## config.mk

```make
export PLATFORM = sky130hd
export DESIGN_NAME = uart_tx_fifo
export DESIGN_NICKNAME = d
export VERILOG_FILES = /design/src/rtl/uart_tx_fifo.sv
export SDC_FILE = /design/constraint.sdc
export NUM_CORES = 1
export LEC_CHECK = 0
export ABC_AREA = 1
export CORE_MARGIN = 10
export CORE_UTILIZATION = 61
export CTS_CLUSTER_SIZE = 30
export DETAILED_ROUTE_END_ITERATION = 6
export PLACE_DENSITY_LB_ADDON = 0.05
export SLEW_MARGIN = 10
export SYNTH_ARGS = -nofsm -noshare
export SYNTH_HDL_FRONTEND = slang
export SYNTH_SLANG_ARGS = --single-unit
```

## constraint.sdc

```tcl
create_clock -name clk -period 3.23 [get_ports clk]
set_clock_uncertainty 0.1 [all_clocks]
set_input_delay 0.646 -clock clk [delete_from_list [all_inputs] [get_ports clk]]
set_output_delay 0.646 -clock clk [all_outputs]
set_load 0.02 [all_outputs]
```

## src/rtl/uart_tx_fifo.sv

```systemverilog
// First-word-fall-through byte FIFO feeding the UART transmitter, with level and sticky error status.
// Optional macro UART_TX_FIFO_STATS_EN adds tx_count/drop_count statistics outputs.
module uart_tx_fifo #(
  parameter int DEPTH_LOG2 = 4,
  parameter int AF_THRESH  = 12
) (
  input  logic                  clk,
  input  logic                  rst_n,
  input  logic                  flush,
  input  logic [7:0]            wr_data,
  input  logic                  wr_en,
  output logic                  full,
  output logic                  almost_full,
  output logic                  empty,
  output logic [DEPTH_LOG2:0]   level,
  output logic                  ovf,
  output logic                  udf,
  input  logic                  err_clr,
  output logic [7:0]            tx_byte,
  output logic                  tx_byte_dv,
  input  logic                  tx_byte_rd
`ifdef UART_TX_FIFO_STATS_EN
  ,
  output logic [15:0]           tx_count,
  output logic [7:0]            drop_count
`endif
);

  localparam int DEPTH = 1 << DEPTH_LOG2;
  localparam logic [DEPTH_LOG2:0] DEPTH_LVL = (DEPTH_LOG2+1)'(DEPTH);
  localparam logic [DEPTH_LOG2:0] AF_LVL    = (DEPTH_LOG2+1)'(AF_THRESH);

  logic [7:0]            mem_q [DEPTH];
  logic [DEPTH_LOG2-1:0] wr_ptr_q, wr_ptr_d;
  logic [DEPTH_LOG2-1:0] rd_ptr_q, rd_ptr_d;
  logic [DEPTH_LOG2:0]   level_q, level_d;
  logic                  ovf_q, ovf_d;
  logic                  udf_q, udf_d;
  logic                  do_wr, do_pop, ovf_set, udf_set;

  assign empty       = (level_q == '0);
  assign full        = (level_q == DEPTH_LVL);
  assign almost_full = (level_q >= AF_LVL);
  assign level       = level_q;
  assign ovf         = ovf_q;
  assign udf         = udf_q;

  // Handshake: tx_byte_dv high means tx_byte holds the head byte and stays
  // stable until the edge where tx_byte_rd is high; that edge consumes it.
  assign tx_byte_dv  = ~empty;
  assign tx_byte     = empty ? 8'h00 : mem_q[rd_ptr_q];

  // A full FIFO still accepts a write when the same cycle pops a byte.
  assign do_pop  = tx_byte_rd & ~empty & ~flush;
  assign do_wr   = wr_en & (~full | tx_byte_rd) & ~flush;
  assign ovf_set = wr_en & full & ~tx_byte_rd;
  assign udf_set = tx_byte_rd & empty;

  always_comb begin
    wr_ptr_d = wr_ptr_q;
    rd_ptr_d = rd_ptr_q;
    level_d  = level_q;
    ovf_d    = ovf_q;
    udf_d    = udf_q;
    if (flush) begin
      wr_ptr_d = '0;
      rd_ptr_d = '0;
      level_d  = '0;
    end else begin
      if (do_wr)  wr_ptr_d = wr_ptr_q + 1'b1;
      if (do_pop) rd_ptr_d = rd_ptr_q + 1'b1;
      case ({do_wr, do_pop})
        2'b10:   level_d = level_q + 1'b1;
        2'b01:   level_d = level_q - 1'b1;
        default: level_d = level_q;
      endcase
      // A fresh error outranks a same-cycle clear.
      if (err_clr) begin
        ovf_d = 1'b0;
        udf_d = 1'b0;
      end
      if (ovf_set) ovf_d = 1'b1;
      if (udf_set) udf_d = 1'b1;
    end
  end

  always_ff @(posedge clk) begin
    if (!rst_n) begin
      wr_ptr_q <= '0;
      rd_ptr_q <= '0;
      level_q  <= '0;
      ovf_q    <= 1'b0;
      udf_q    <= 1'b0;
    end else begin
      wr_ptr_q <= wr_ptr_d;
      rd_ptr_q <= rd_ptr_d;
      level_q  <= level_d;
      ovf_q    <= ovf_d;
      udf_q    <= udf_d;
    end
  end

  // Storage is intentionally left out of reset.
  always_ff @(posedge clk) begin
    if (rst_n && do_wr) mem_q[wr_ptr_q] <= wr_data;
  end

`ifdef UART_TX_FIFO_STATS_EN
  logic [15:0] tx_count_q;
  logic [7:0]  drop_count_q;

  always_ff @(posedge clk) begin
    if (!rst_n) begin
      tx_count_q   <= '0;
      drop_count_q <= '0;
    end else begin
      if (do_pop) tx_count_q <= tx_count_q + 1'b1;
      if (ovf_set && !flush && drop_count_q != 8'hFF) drop_count_q <= drop_count_q + 1'b1;
    end
  end

  assign tx_count   = tx_count_q;
  assign drop_count = drop_count_q;
`endif

endmodule
```

==> key figures <==
Clock network
  – Number of CTS-inserted buffers: 17
  – Htree depth: 4
  – Clk sink count: 147
  – Clk Latency, worst-skew pair: 0.52 ns
  – Number of hold buffers added after CTS: 0
  – Root Buffer: clkbuf_8
  – Clock transition at path regs: 0.06 ns
  – Total setup buffers inserted after CTS: 0
  – Clk buf depth: 2
  – CTS tree: yes

Logic synthesis
  – Sequential share of the synthesized area: 67.3%
  – Avg Cell Area, Syn: 10.9 sq um
  – Yosys warnings: 0
  – Post-Syn Instances: 578
  – Cell Area, Synth: 6270 sq um
  – Area share of the largest cell type after synthesis: 61.3%
  – Synthesis-stage register bit count: 147
  – Synth area leader: edfxtp_1
  – Syn nets: 601
  – Count of cell types in the netlist: 27
  – Top cells by area, synth: edfxtp_1, nand2_1, nand3_1, dfxtp_1, a21oi_1

GRT
  – Largest net degree at the start of global routing: 41
  – Initial antenna violation count: 0
  – Met3 usage: 5.30%
  – First-pass GRT wire length: 23400 um
  – Remaining Overflow, GRT: 0
  – GR met1 Demand/Resource: 26.9%
  – Top Usage Layer GRT: met2
  – Vias in the first global route: 4462
  – Total GRT Usage: 20.7%
  – Met2 Use GR: 33.1%

Min path
  – Hold Path Class: flip-flop to flip-flop

Critical path
  – Crit. End Element: output pin
  – Crit Path Max Fanout: 36
  – Startpoint Class: flip-flop
  – Crit-path cells: inv_2, buf_12, nand2_1, nand3_1, nand3_1, nand2_1, nand2_1, a21oi_1, dlygate4sd2_1
  – CP most frequent cell: nand2_1
  – WP data required: 2.48 ns
  – Critical path arrival: 2.30 ns
  – Critical setup path kind: flip-flop to output pin
  – Slowest stage delay, CP: 0.38 ns
  – Slowest stage cell, crit path: dfxtp_2

Drt
  – 1st-iter DRT viols: 413
  – First-pass DRT Iterations: 5
  – Wirelength per Cell: 18.3 um
  – Post-DR vias/cell: 5.67
  – WL final: 14200 um
  – Detail Route Antenna Nets: 0
  – Vias: 4420
  – Drt drc: 0

Pwr
  – Pleak: 2.84 nW
  – Worst vdd ir: 331 uV
  – PD cells: 566 nW/um^2

STA
  – Slew Viols, Final: 0
  – Crit share post-route: 94.3%
  – RSZ-0062 raised after global routing: false
  – Worst-Margin Slew: 0.714 ns
  – F_max: 328 MHz
  – Setup violators final: 0
  – Total negative slack: 0 ns
  – Final hold violations: 0
  – Relative slew margins: 52.2%
  – Tmin final: 3.05 ns

Finish
  – Share of layout cells above drive strength 1: 10.5%
  – Core Util, Final: 74.6%
  – Final Net Count: 657
  – Area Growth Syn to Fin: 17.9%
  – # diodes: 0
  – Final std cells w/o fill: 780

Die
  – Die area: 14700 sq um
  – Core Region: 9910 sq um
  – I/O pins: 33
  – Row count: 36
  – Die Ht: 121 um
  – Die width: 121 um
  – Initial Util: 63.3%

Place
  – Cells after DPL: 748
  – GPL Wtd Cong: 0.833
  – I/O Buffers: 32
  – DP Wirelength: 9120 um

Job
  – Max_cap viols: 0

Status
  – Run status: finished clean
## cells in the final DEF, fill, tap and decap left out, drive strengths merged
| cell type | instances |
|---|---|
| nand2 | 187 |
| xnor2 | 2 |
| dlymetal6s2s | 3 |
| clkbuf | 19 |
| nand3b | 1 |
| bufinv | 3 |
| clkdlybuf4s50 | 24 |
| a21oi | 23 |
| edfxtp | 128 |
| dfxtp | 19 |
| clkinv | 9 |
| o21bai | 1 |
| nand3 | 112 |
| ha | 9 |
| nand4 | 3 |
| o21ai | 9 |
| dlygate4sd2 | 5 |
| clkinvlp | 2 |
| buf | 30 |
| nor2 | 14 |
| inv | 30 |
| nor3 | 12 |
| xor2 | 2 |
## final timing paths
path         slack [ns]  startpoint  cells after the start    endpoint
max                0.18   flip-flop                      9  tx_byte[2]
min                0.40         udf                      2         udf
max reg2reg        0.86    level[0]                     16    level[4]
min reg2reg        0.40         udf                      2         udf
## stage by stage
| step | cell area, sq um | setup slack [ns] | total power [mW] | hold slack [ns] |
|---|---|---|---|---|
| detailed placement | 6830 | 0.207 | 2.37 | 0.382 |
| global route | 7400 | 0.0310 | 4.32 | 0.418 |
| floorplan | 6270 | 0.813 | 2.25 | 0.347 |
| finish | 7400 | 0.184 | 4.18 | 0.396 |
| global placement | 6830 | 0.339 | 2.37 | 0.365 |
| CTS | 7390 | 0.0157 | 4.21 | 0.393 |
## what timing repair did
item                                    CTS  global route
gates cloned                              0             0
endpoints found under the setup margin    8             3
gates resized for setup                   6             3
## kinds of logic after synthesis
| logic type | after synthesis | synth area share, % |
|---|---|---|
| and+or+nand+nor | 329 | 22.9 |
| DFF | 147 | 67.3 |
| buffers and inverters | 56 | 4.75 |
| AOI/OAI and AO/OA | 33 | 2.67 |
| adders and majority gates | 9 | 1.80 |
| xor gates and xnor gates | 4 | 0.559 |
## flip-flops by register name (all words and copies together), names as in the netlist, named ones only
| register | count |
|---|---|
| level | 5 |
| wr_ptr_q | 4 |
| mem_q | 128 |
| rd_ptr_q | 4 |
| udf | 1 |
| ovf | 1 |
## synthesized netlist by cell type
library cell / count
nand3_1: 110
nor2_2: 3
nand3_2: 2
buf_4: 4
o21bai_1: 1
inv_2: 2
xnor2_1: 2
ha_1: 9
nor3_1: 12
nand3b_1: 1
nor2_1: 10
nand2_1: 186
edfxtp_1: 128
xor2_1: 2
nand2_2: 1
buf_6: 8
a21oi_1: 23
nand4_2: 1
nor2_4: 1
o21ai_1: 1
clkinv_1: 1
nand4_1: 2
buf_2: 10
o21ai_0: 8
dfxtp_1: 19
inv_1: 28
clkbuf_1: 3
## layer usage
metal,share of wire [%],vias up
li1,-,2110
met1,42,2086
met2,49,205
met3,7.9,19
met4,1.3,0
met5,0,-
## cell type report
cell class | count | area (sq um)
clock buffer | 19 | 422
inverter | 31 | 116
sequential | 147 | 4230
multi-input combinational | 375 | 1750
tap | 133 | 166
clock inverter | 13 | 141
timing repair buffer | 62 | 576
fill | 699 | 2510
## worst max-delay path, delay by kind of cell, from the launching register on
| kind | cells | cell delay (ns) |
|---|---|---|
| AO/OA/AOI/OAI | 1 | 0.24 |
| AND/OR/NAND/NOR | 5 | 0.45 |
| buffers and inverters | 3 | 0.69 |
| flip-flops | 1 | 0.38 |
## where the power goes
group	total [mW]	switching, mW	internal [mW]	leakage (nW)
logic	0.245	0.160	0.0849	1.26
clock network	1.86	0.698	1.16	0.274
registers	2.08	0.00889	2.07	1.31
No activity file was read; power rests on OpenSTA's default activity.
